File: src/rtl/gray_window_gen_if.sv
// rtl/gray_window_gen_if.sv - pixel stream, line-buffer and window bus of gray_window_gen
`ifndef CNN_DATA_IN_W
`define CNN_DATA_IN_W 8
`endif
`ifndef CNN_GRAY_BUFFER_ADDR_W
`define CNN_GRAY_BUFFER_ADDR_W 5
`endif

interface gray_window_gen_if #(
  parameter int DW = `CNN_DATA_IN_W,
  parameter int AW = `CNN_GRAY_BUFFER_ADDR_W
);
  logic            pix_valid;
  logic [DW-1:0]   pix_in;
  logic [1:0]      lb_wen;
  logic [AW-1:0]   lb_waddr;
  logic [DW-1:0]   lb0_din;
  logic [DW-1:0]   lb1_din;
  logic            lb_ren;
  logic [AW-1:0]   lb_raddr;
  logic [DW-1:0]   lb0_rdata;
  logic [DW-1:0]   lb1_rdata;
  logic [9*DW-1:0] win_out;
  logic            win_valid;
  logic            frame_done;

  modport master (
    output pix_valid, pix_in, lb0_rdata, lb1_rdata,
    input  lb_wen, lb_waddr, lb0_din, lb1_din, lb_ren, lb_raddr,
    input  win_out, win_valid, frame_done
  );

  modport slave (
    input  pix_valid, pix_in, lb0_rdata, lb1_rdata,
    output lb_wen, lb_waddr, lb0_din, lb1_din, lb_ren, lb_raddr,
    output win_out, win_valid, frame_done
  );
endinterface

File: src/rtl/gray_window_gen.sv
// rtl/gray_window_gen.sv - line-buffer controller and 3x3 window former for the gray input path
`ifndef CNN_DATA_IN_W
`define CNN_DATA_IN_W 8
`endif
`ifndef CNN_GRAY_BUFFER_ADDR_W
`define CNN_GRAY_BUFFER_ADDR_W 5
`endif

module gray_window_gen #(
  parameter int IMG_IN_WIDTH  = 28,
  parameter int IMG_IN_HEIGHT = 28
) (
  input  logic            clk,
  input  logic            rst,
  gray_window_gen_if.slave bus
);
  localparam int DW = `CNN_DATA_IN_W;
  localparam int AW = `CNN_GRAY_BUFFER_ADDR_W;
  localparam int RW = (IMG_IN_HEIGHT > 4) ? $clog2(IMG_IN_HEIGHT) : 2;
  localparam logic [AW-1:0] COL_LAST = AW'(IMG_IN_WIDTH - 1);
  localparam logic [RW-1:0] ROW_LAST = RW'(IMG_IN_HEIGHT - 1);

  logic [AW-1:0]   col;
  logic [RW-1:0]   row;
  logic [AW-1:0]   col_d;
  logic [RW-1:0]   row_d;
  logic [DW-1:0]   pix_d;
  logic            v1;
  logic            last_d;
  logic [DW-1:0]   win [3][3];
  logic [9*DW-1:0] win_flat;
  logic            win_valid_q;
  logic            frame_done_q;
  logic            accept;
  logic            wr;
  logic            at_col_last;
  logic            at_row_last;

  assign accept      = bus.pix_valid & ~rst;
  assign wr          = v1 & ~rst;
  assign at_col_last = (col == COL_LAST);
  assign at_row_last = (row == ROW_LAST);

  // Read is issued in the pixel's own cycle; the write to the same address follows
  // one cycle later, once both buffers have returned their old contents.
  assign bus.lb_ren   = accept;
  assign bus.lb_raddr = accept ? col : '0;
  assign bus.lb_wen   = {2{wr}};
  assign bus.lb_waddr = wr ? col_d : '0;
  assign bus.lb0_din  = wr ? pix_d : '0;
  assign bus.lb1_din  = wr ? bus.lb0_rdata : '0;

  always_ff @(posedge clk) begin
    if (rst) begin
      col          <= '0;
      row          <= '0;
      col_d        <= '0;
      row_d        <= '0;
      pix_d        <= '0;
      v1           <= 1'b0;
      last_d       <= 1'b0;
      win_valid_q  <= 1'b0;
      frame_done_q <= 1'b0;
      for (int i = 0; i < 3; i++) begin
        for (int j = 0; j < 3; j++) begin
          win[i][j] <= '0;
        end
      end
    end else begin
      if (bus.pix_valid) begin
        col    <= at_col_last ? '0 : col + 1'b1;
        if (at_col_last) begin
          row <= at_row_last ? '0 : row + 1'b1;
        end
        pix_d  <= bus.pix_in;
        col_d  <= col;
        row_d  <= row;
        last_d <= at_row_last & at_col_last;
      end
      v1           <= bus.pix_valid;
      win_valid_q  <= v1 && (row_d >= RW'(2)) && (col_d >= AW'(2));
      frame_done_q <= v1 & last_d;
      // Newest column enters at j=2: top from LB1 (r-2), middle from LB0 (r-1), bottom is live.
      if (v1) begin
        for (int i = 0; i < 3; i++) begin
          win[i][0] <= win[i][1];
          win[i][1] <= win[i][2];
        end
        win[0][2] <= bus.lb1_rdata;
        win[1][2] <= bus.lb0_rdata;
        win[2][2] <= pix_d;
      end
    end
  end

  always_comb begin
    win_flat = '0;
    for (int i = 0; i < 3; i++) begin
      for (int j = 0; j < 3; j++) begin
        win_flat[(3*i+j)*DW +: DW] = win[i][j];
      end
    end
  end

  assign bus.win_out    = win_flat;
  assign bus.win_valid  = win_valid_q;
  assign bus.frame_done = frame_done_q;

endmodule

File: src/flat_wrapper.sv
// flat-port wrapper written by rule: the top's interface ports become plain ports
module gray_window_gen_flat 
#(
  parameter int IMG_IN_WIDTH  = 28,
  parameter int IMG_IN_HEIGHT = 28
)
  (clk, rst, bus_pix_valid, bus_pix_in, bus_lb0_rdata, bus_lb1_rdata, bus_lb_wen, bus_lb_waddr, bus_lb0_din, bus_lb1_din, bus_lb_ren, bus_lb_raddr, bus_win_out, bus_win_valid, bus_frame_done);
  gray_window_gen_if bus_i ();
  input  logic clk;
  input  logic rst;
  input wire logic [$bits(bus_i.pix_valid)-1:0] bus_pix_valid;
  input wire logic [$bits(bus_i.pix_in)-1:0] bus_pix_in;
  input wire logic [$bits(bus_i.lb0_rdata)-1:0] bus_lb0_rdata;
  input wire logic [$bits(bus_i.lb1_rdata)-1:0] bus_lb1_rdata;
  output wire logic [$bits(bus_i.lb_wen)-1:0] bus_lb_wen;
  output wire logic [$bits(bus_i.lb_waddr)-1:0] bus_lb_waddr;
  output wire logic [$bits(bus_i.lb0_din)-1:0] bus_lb0_din;
  output wire logic [$bits(bus_i.lb1_din)-1:0] bus_lb1_din;
  output wire logic [$bits(bus_i.lb_ren)-1:0] bus_lb_ren;
  output wire logic [$bits(bus_i.lb_raddr)-1:0] bus_lb_raddr;
  output wire logic [$bits(bus_i.win_out)-1:0] bus_win_out;
  output wire logic [$bits(bus_i.win_valid)-1:0] bus_win_valid;
  output wire logic [$bits(bus_i.frame_done)-1:0] bus_frame_done;
  assign bus_i.pix_valid = bus_pix_valid;
  assign bus_i.pix_in = bus_pix_in;
  assign bus_i.lb0_rdata = bus_lb0_rdata;
  assign bus_i.lb1_rdata = bus_lb1_rdata;
  assign bus_lb_wen = bus_i.lb_wen;
  assign bus_lb_waddr = bus_i.lb_waddr;
  assign bus_lb0_din = bus_i.lb0_din;
  assign bus_lb1_din = bus_i.lb1_din;
  assign bus_lb_ren = bus_i.lb_ren;
  assign bus_lb_raddr = bus_i.lb_raddr;
  assign bus_win_out = bus_i.win_out;
  assign bus_win_valid = bus_i.win_valid;
  assign bus_frame_done = bus_i.frame_done;
  gray_window_gen #(.IMG_IN_WIDTH(IMG_IN_WIDTH), .IMG_IN_HEIGHT(IMG_IN_HEIGHT)) u_core (.clk(clk), .rst(rst), .bus(bus_i));
endmodule
File: config.mk
export PLATFORM = sky130hd
export DESIGN_NAME = gray_window_gen_flat
export DESIGN_NICKNAME = d
export VERILOG_FILES = /design/src/rtl/gray_window_gen_if.sv /design/src/rtl/gray_window_gen.sv /design/src/flat_wrapper.sv
export SDC_FILE = /design/constraint.sdc
export NUM_CORES = 1
export LEC_CHECK = 0
export BUFFER_PORTS_ARGS = -buffer_cell sky130_fd_sc_hd__buf_4
export CAP_MARGIN = 20
export CORE_UTILIZATION = 54
export CTS_CLUSTER_SIZE = 8
export DETAILED_ROUTE_END_ITERATION = 10
export GPL_TIMING_DRIVEN = 0
export PLACE_DENSITY = 0.89
export SLEW_MARGIN = 30
export SYNTH_ARGS = -nofsm -noshare
export SYNTH_HDL_FRONTEND = slang
export SYNTH_SLANG_ARGS = --single-unit
export TNS_END_PERCENT = 1
File: constraint.sdc
create_clock -name clk -period 3.65 [get_ports clk]
set_input_delay 0.5475 -clock clk [delete_from_list [all_inputs] [get_ports clk]]
set_output_delay 0.5475 -clock clk [all_outputs]
set_load 0.01 [all_outputs]
### After elaboration in Yosys (flattened, before gate mapping)

Memory sizes are Yosys's and may differ from the RTL's.
Cells that the tools add are included.

* shift-type cells: 0
* multiply operators: 0
* magnitude comparators: 2
* div/mod/pow operators: 0
* bitwise gates (word level): 14
* $add $sub $neg: 2
* reductions and logical operators: 3
* equal/unequal tests: 2
* mux-type cells: 20

Operator list (number)
* $mux W8: 11
* $mux W5: 4
* $add A5 B1 Y5 const B: 2
* $eq A5 B5 Y1 const B: 2
* $ge A5 B2 Y1 const B: 2
* $or A1 B1 Y1: 9
* $mux W1: 5
* $and A1 B1 Y1: 4
* $logic_and A1 B1 Y1: 2
* $reduce_and A2 Y1: 1
* $not A1 Y1: 1

* register bits: 32
* output and inout bits: 103
* memory bits (read-only): 0
* input port bits: 27
* bits in latches: 0
* memories: 1
* bits in writable memories: 72
* logic and storage cells: 53

Memory list
* u_core.win: depth 3, bits a word 24, read ports 3, clocked after Yosys merged registers in 0, wr ports 3, line gray_window_gen.sv:30 `logic [DW-1:0] win [3][3];`

### Longest topological paths before layout

Gate-level depths: netlist of the first run.

* depth after elaboration: 4
* mapped depth: 5
* mapped depth without buffers: 4

### Worst setup path after synthesis of the first run

Ideal clock, no wire load.

* path type: input -> register
* start point: input rst
* end point: memory u_core.win[0][0] in the netlist's numbering, enable pin
* cell stages on the path: 3
* setup time: 399 ps
* arrival: 1920 ps
* data required time: 3251 ps
* setup slack: 1331 ps
* path buffers: 2
* cell sequence: clkbuf_1 buf_2 or2_2

RTL lines
* from (decl): line flat_wrapper.sv:10 `input logic rst;`
* to (decl): line gray_window_gen.sv:30

### Worst setup path in the final report of the first run

* start point: input rst
* end point: output bus_lb1_din[3]

* word-level cells in the longest chain between the ends: 3

RTL lines
* $not A1 Y1: line gray_window_gen.sv:40 `assign wr = v1 & ~rst;`
* $and A1 B1 Y1: line gray_window_gen.sv:40
* $mux W8: line gray_window_gen.sv:51 `assign bus.lb1_din = wr ? bus.lb0_rdata : '0;`
* to (decl): line flat_wrapper.sv:18 `output wire logic [$bits(bus_i.lb1_din)-1:0] bus_lb1_din;`

Every way passes these cells.

==> results by group, run 1 <==
Run status
  • Status: finished clean

Logic synthesis
  • Sequential element share of the synthesized area: 0.684
  • Multiplexer share of the synthesized area: 0.0418
  • Post-synth ARST share: 0
  • Flops & latches, synth: 103
  • Largest family of logic cells by synthesized area: simple AND/OR/NAND/NOR gates
  • Cell accounting for the most synthesized area: edfxtp_1
  • Synthesized net count: between 300 and 400
  • Syn Area/Cell: 13.2 um^2
  • Post-synth top cells: and2_1 (98), edfxtp_1 (72), dfxtp_1 (31)
  • EDFF count, synth: 72
  • Adder-Cell Fraction of Synth Area: 0.00615
  • Post-synth top flop: edfxtp_1
  • Complex-gate fraction of the synthesized area: 0.0237
  • Cell Area, Synth: 4070 um^2
  • Post-synth top area share: 0.531
  • Mapped Cells: 308
  • Post-synth cell types: 36
  • Most frequent cell after synthesis: and2_1
  • Synth Area in Simple Gates: 0.212
  • Top cells by area, synth: edfxtp_1 (53%), dfxtp_1 (15%), and2_1 (15%)
  • Ys Warns: 0
  • Post-synthesis xor/xnor area fraction: 0.00646

Timing
  • Tcrit/Tclk final: 0.648
  • Pins Over Slew Limit: 0
  • Worst rel slew slack: 0.667
  • Fmax: around 420 MHz
  • Final Skew: around 8.4 ps
  • Final setup fails: 0
  • Crit path time final: 2360 ps
  • Worst slew pin tran: 499 ps
  • Post-route setup TNS: 0 ps
  • RSZ-0062 raised after global routing: false
  • Final Hold Fails: 0

Power and ir drop
  • Gate power share: 0.095
  • Total power: roughly 0.0022 W
  • Pint: roughly 0.0017 W
  • Pleak: 2.36 nW
  • Max VDD drop: 0.000220 V
  • Clk pwr share: 0.307
  • Sw Ratio: 0.242
  • Switching Power: between 0.0005 and 0.0006 W
  • Power per cell area: between 400 and 500 nW/um^2
  • Seq pwr share: 0.597

Drt
  • # DRC: 0
  • DR vias/cell: 5.13
  • Remaining antenna violation count after routing: 0
  • Total number of vias: between 2000 and 3000
  • DR iter-0 viols: 150
  • Drt wl/cell: 15.6 um
  • Drt pass-1 iters: 4
  • Final WL: 8.60 mm

Clock tree
  • Clk root buf: clkbuf_8
  • H-tree depth: 3
  • Clock Pin Slew Worst Setup and Hold Paths: 100 ps
  • Sink Count: 103
  • Worst skew pair latency: roughly 360 ps
  • CTS tree: built
  • Hold_buf cts: 0
  • Post-CTS setup buffers: 0
  • Gates resized, CTS repair: 0
  • TritonCTS Buffers: 9
  • Clk buf depth: 2

Worst setup path
  • CP peak stage delay: 290 ps
  • Worst Setup Start Kind: primary input
  • Critical path class: in2out
  • Worst EP required: ~3100 ps
  • Crit path buf inv count: 4
  • CP Max Fanout: 10
  • Worst setup EP type: primary output
  • CP Cell Sequence: clkbuf_1 > nor2b_2 > buf_2 > clkbuf_2 > and2_1 > buf_4
  • Arrival time at the worst endpoint: between 1500 and 2000 ps
  • Slowest cell on crit path: nor2b_2
  • CP delay by family, top: buffers and inverters

Global routing
  • Gr usage total: 0.221
  • Congestion Overflow GR: 0
  • First-pass GRT wire length: approximately 13 mm
  • Initial antenna violation count: 0
  • Largest net degree at the start of global routing: 40
  • Vias in the first global route: approximately 2600

Floorplanning
  • IO Pins: 130
  • Chip width: slightly below 90 um
  • Row cnt: 31
  • DIE HEIGHT: between 80 and 90 um
  • Initial Util: 0.561
  • Die ar.: approximately 7900 um^2
  • CORE AREA: around 7300 um^2

Placement
  • I/O Buffers: 127
  • RePlAce Congestion: 0.874
  • Detailed placement HPWL: between 6 and 7 mm
  • Placed Area: between 5000 and 6000 um^2

Layout
  • Design Area, Final: 5360 um^2
  • Area growth syn-to-layout: 31.6%
  • Share of cells above drive strength 1: 0.356
  • Ant. Diodes: 0
  • Final core occ: 0.738
  • Nets: approximately 480

Hold path
  • Hold WC Path Type: in2reg

Run
  • Max-Cap Viols: 0
==> stage by stage <==
step,cells,hold WS (ps),worst slack (ps)
floorplan,308,431,1330
global placement,534,448,914
detailed placement,535,466,1270
CTS,551,411,1270
global route,551,427,1180
finish,551,410,1290
==> worst register-to-register path: cells and delay by family (launching register included) <==
family                     cells  cell delay [ps]
AOI/OAI and AO/OA              2              440
DFF                            1              420
buffers and inverters          1              170
and+or+nand+nor                1              160
adders and majority gates      1              240
==> power by group through the flow <==
stage / sequential (W) / combinational, W / clock (W)
after floorplan: 0.00138 / 0.0000689 / 0
after global placement: 0.00136 / 0.000206 / 0
after detailed placement: 0.00136 / 0.000214 / 0
after CTS: 0.00133 / 0.000215 / 0.000688
after global routing: 0.00134 / 0.000230 / 0.000726
final: 0.00133 / 0.000213 / 0.000685
==> worst paths after layout <==
check,from,endpoint,slack (ps),cells past startpoint
max reg2reg,u_core.col[1],u_core.row[3],2110,5
max,rst,bus_lb1_din[3],1290,6
min reg2reg,u_core.last_d,u_core.bus.frame_done,470,1
min,bus_pix_in[7],u_core.pix_d[7],410,3
==> final cells by class <==
| type | instances | area (um^2) |
|---|---|---|
| plain buffers | 20 | 100 |
| clock buffers | 10 | 138 |
| clock inverters | 6 | 50.0 |
| fillers | 464 | 1900 |
| inverters | 2 | 7.51 |
| multi-input cells | 183 | 1180 |
| flip-flops and latches | 103 | 2780 |
| well taps | 99 | 124 |
| repair buffers | 128 | 973 |
==> layer usage <==
layer  global-route usage  vias up  routed length [um]
met1                0.239     1370                3300
met2                0.415      107                4590
met5                    0        -                   0
met3               0.0438       19                 511
met4               0.0953        0                 199
li1                     -     1329                   -
==> sequential cells by signal, summed over array words and instances, names as in the netlist <==
register               flops
u_core.row                 5
u_core.v1                  1
u_core.row_d               4
u_core.bus.win_valid       1
u_core.pix_d               8
u_core.bus.frame_done      1
u_core.win                72
u_core.col                 5
u_core.col_d               5
u_core.last_d              1
==> cell families after synthesis <==
| logic type | after synthesis |
|---|---|
| simple gates | 147 |
| mux | 17 |
| compound gates | 14 |
| fa+ha+maj | 2 |
| xor+xnor | 3 |
| buf+inv | 22 |
| flops | 103 |
==> layout by cell type, fill, tap and decap left out, types with 2 or more instances in the layout <==
master      count
xor2_1          2
nor2b_1         3
nor3_1          3
clkbuf_2        4
nor2_1         20
ha_1            2
buf_4         130
clkbuf_8       10
mux2i_1        17
and2_1         98
nand3_1         3
clkbuf_1        6
inv_6           4
edfxtp_1       72
nand2b_1        3
dfxtp_1        31
o41ai_1         2
and3_1          2
a21oi_1         5
o21ai_0         2
nand2_1         6
buf_2           7
clkinvlp_4      2
inv_1           2
No activity file was read; power rests on OpenSTA's default activity.
==> run 2: changes to the inputs <==
ABC_AREA = 1   (was default)
CORE_UTILIZATION = 51   (was 54)
PLACE_DENSITY = 0.85   (was 0.89)
clock period = 2.4 ns   (was 3.65 ns; I/O delays follow)
==> results by group, run 2 <==
Global routing
  • First-pass GRT wire length: 13.9 mm (was 12.7 mm)
  • Congestion Overflow GR: 0 (unchanged)
  • Initial antenna violation count: 0 (unchanged)
  • Gr usage total: 0.214 (was 0.221)
  • Largest net degree at the start of global routing: 43 (was 40)
  • Vias in the first global route: 2989 (was 2639)

Layout
  • Area growth syn-to-layout: 31.5% (was 31.6%)
  • Final core occ: 0.697 (was 0.738)
  • Largest regs: u_core.win (72), u_core.pix_d (8) (unchanged)
  • Nets: 578 (was 476)
  • Fillers: 597 (was 464)
  • Most common library cell in the layout ignoring fill and taps: buf_4 (unchanged)
  • Ant. Diodes: 0 (unchanged)
  • Largest reg by FF count: u_core.win (unchanged)
  • Final cell count without fillers: 656 (was 551)
  • Number of flip-flops in the largest register: 72 (unchanged)
  • Most frequent cells in the layout: buf_4 (133), nor2_1 (114), inv_1 (90), edfxtp_1 (72), dfxtp_1 (31) (was buf_4 (130), and2_1 (98), edfxtp_1 (72), dfxtp_1 (31), nor2_1 (20))
  • Share of cells above drive strength 1: 0.303 (was 0.356)

Clock tree
  • CTS tree: built (unchanged)
  • Clk root buf: clkbuf_8 (unchanged)
  • Clk buf depth: 2 (unchanged)
  • Sink Count: 103 (unchanged)
  • Gates resized, CTS repair: 0 (unchanged)
  • TritonCTS Buffers: 9 (unchanged)
  • Post-CTS setup buffers: 0 (unchanged)
  • H-tree depth: 3 (unchanged)
  • Clock Pin Slew Worst Setup and Hold Paths: 90 ps (was 100 ps)
  • Hold_buf cts: 0 (unchanged)
  • Worst skew pair latency: 360 ps (about the same)

Logic synthesis
  • Post-synth top flop: edfxtp_1 (unchanged)
  • Mapped Cells: 408 (was 308)
  • Top cells by area, synth: edfxtp_1 (53%), dfxtp_1 (15%), nor2_1 (10%) (was edfxtp_1 (53%), dfxtp_1 (15%), and2_1 (15%))
  • Sequential element share of the synthesized area: 0.676 (was 0.684)
  • Cell accounting for the most synthesized area: edfxtp_1 (unchanged)
  • Post-synth top cells: nor2_1 (114), inv_1 (90), edfxtp_1 (72) (was and2_1 (98), edfxtp_1 (72), dfxtp_1 (31))
  • Ys Warns: 0 (unchanged)
  • Cell Area, Synth: 4120 um^2 (was 4070 um^2)
  • Post-synth ARST share: 0 (unchanged)
  • Most frequent cell after synthesis: nor2_1 (was and2_1)
  • EDFF count, synth: 72 (unchanged)
  • Synthesized net count: 437 (was 337)
  • Post-synth top area share: 0.525 (was 0.531)
  • Flops & latches, synth: 103 (unchanged)
  • Syn Area/Cell: 10.1 um^2 (was 13.2 um^2)
  • Post-synth cell types: 25 (was 36)

Timing
  • Post-route setup TNS: 0 ps (unchanged)
  • Final Skew: 9.55 ps (was 8.36 ps)
  • Worst slew pin tran: 551 ps (was 499 ps)
  • Crit path time final: 2080 ps
  • RSZ-0062 raised after global routing: false (unchanged)
  • Final Hold Fails: 0 (unchanged)
  • Tcrit/Tclk final: 0.865
  • Fmax: 482 MHz
  • Pins Over Slew Limit: 0 (unchanged)
  • Worst rel slew slack: 0.632 (was 0.667)
  • Final setup fails: 0 (unchanged)

Placement
  • I/O Buffers: 129 (was 127)
  • Dpl cells: 640 (was 535)
  • Detailed placement HPWL: 6.42 mm (was 6.31 mm)
  • RePlAce Congestion: 0.867 (was 0.874)

Floorplanning
  • CORE AREA: 7770 um^2 (was 7250 um^2)
  • Chip width: 91.8 um (was 88.8 um)
  • IO Pins: 130 (unchanged)
  • Row cnt: 32 (was 31)
  • Die ar.: 8430 um^2 (was 7890 um^2)
  • Initial Util: 0.530 (was 0.561)
  • DIE HEIGHT: 91.8 um (was 88.8 um)

Worst setup path
  • CP Cell Sequence: inv_1 > nor2_2 > inv_2 > buf_4 > buf_6 > nor2_1 > buf_4 (was clkbuf_1 > nor2b_2 > buf_2 > clkbuf_2 > and2_1 > buf_4)
  • R2R depth: 3 (was 5)
  • Reg-to-reg setup timing slack: 970 ps (was 2110 ps)
  • Reg2Reg Capture Point: u_core.win[0][23] (was u_core.row[3])
  • Slowest cell on crit path: dfxtp_1 (was nor2b_2)
  • Arrival time at the worst endpoint: 1720 ps (was 1820 ps)
  • Worst EP required: 2040 ps (was 3100 ps)
  • Worst Setup Start Kind: register (was primary input)
  • Setup crit end: bus_lb1_din[4] (was bus_lb1_din[3])
  • Worst setup EP type: primary output (unchanged)
  • CP Max Fanout: 10 (unchanged)
  • Most common cell on crit path: buf_4
  • Critical path class: reg2out (was in2out)
  • Worst reg2reg path startpoint: u_core.v1 (was u_core.col[1])
  • Critical path startpoint: u_core.v1 (was rst)
  • CP peak stage delay: 340 ps (was 290 ps)

Power and ir drop
  • Power per cell area: 629 nW/um^2 (was 416 nW/um^2)
  • Max VDD drop: 0.000324 V (was 0.000220 V)
  • Total power: 0.00340 W (was 0.00223 W)
  • Pleak: 2.52 nW (was 2.36 nW)

Drt
  • DR vias/cell: 4.75 (was 5.13)
  • Drt pass-1 iters: 4 (unchanged)
  • Total number of vias: 3119 (was 2825)
  • DR iter-0 viols: 133 (was 150)
  • Remaining antenna violation count after routing: 0 (unchanged)
  • Drt wl/cell: 13.4 um (was 15.6 um)
  • # DRC: 0 (unchanged)
  • Final WL: 8.78 mm (was 8.60 mm)

Run
  • Max-Cap Viols: 0 (unchanged)

Run status
  • Status: finished clean (unchanged)

Hold path
  • Hold WC Path Type: in2reg (unchanged)
run 2: power breakdown:
group          internal [W]  total (W)  switching (W)  leakage, nW
combinational      0.000175   0.000380       0.000205         1.42
sequential          0.00200    0.00204      0.0000449         1.02
clock              0.000383   0.000979       0.000596       0.0781
total               0.00256    0.00340       0.000846         2.52
run 2: worst min-delay path by stage:
stage / endpoint / slack [ps] / from / cells after the start
3_5_place_dp: u_core.bus.frame_done / 440 / u_core.last_d / 2
5_1_grt: u_core.col_d[0] / 210 / rst / 2
2_1_floorplan: u_core.bus.frame_done / 410 / u_core.last_d / 2
6_report: u_core.col_d[0] / 230 / rst / 2
4_1_cts: u_core.last_d / 210 / rst / 2
3_3_place_gp: u_core.bus.frame_done / 430 / u_core.last_d / 2
run 2: per-layer routing:
layer,global-route usage,vias up,wire length (um)
met5,0,-,0
met4,0.0534,0,112
met3,0.0539,11,683
met2,0.369,138,4400
met1,0.270,1436,3590
li1,-,1534,-
run 2: worst max-delay path: cells and delay by family, from the launching register on:
kind | cells | cell delay, ps
flip-flops | 1 | 340
AND/OR/NAND/NOR | 2 | 370
buffers and inverters | 5 | 630
run 2: cells by family after synthesis:
family	count (synthesis)	synth area share
AOI/OAI and AO/OA	37	0.0493
xor gates and xnor gates	1	0.00213
adders and majority gates	2	0.00608
buffers and inverters	110	0.118
DFF	103	0.676
and+or+nand+nor	155	0.148
run 2: metrics by stage:
| stage | setup WS, ps | hold WS (ps) | area, um^2 |
|---|---|---|---|
| 4_1_cts | 302 | 214 | 5410 |
| 3_3_place_gp | 8.93 | 433 | 5210 |
| 5_1_grt | 243 | 211 | 5410 |
| 2_1_floorplan | 568 | 410 | 4120 |
| 6_report | 324 | 231 | 5410 |
| 3_5_place_dp | 564 | 437 | 5240 |
run 2: cell type report:
| class | count | area [um^2] | share of cell area |
|---|---|---|---|
| repair buffers | 130 | 988 | 0.183 |
| multi-input cells | 195 | 855 | 0.158 |
| clock buffers | 10 | 128 | 0.0236 |
| plain buffers | 17 | 136 | 0.0252 |
| well taps | 102 | 128 | 0.0236 |
| flip-flops and latches | 103 | 2780 | 0.514 |
| clock inverters | 6 | 46.3 | 0.00855 |
| inverters | 93 | 349 | 0.0645 |
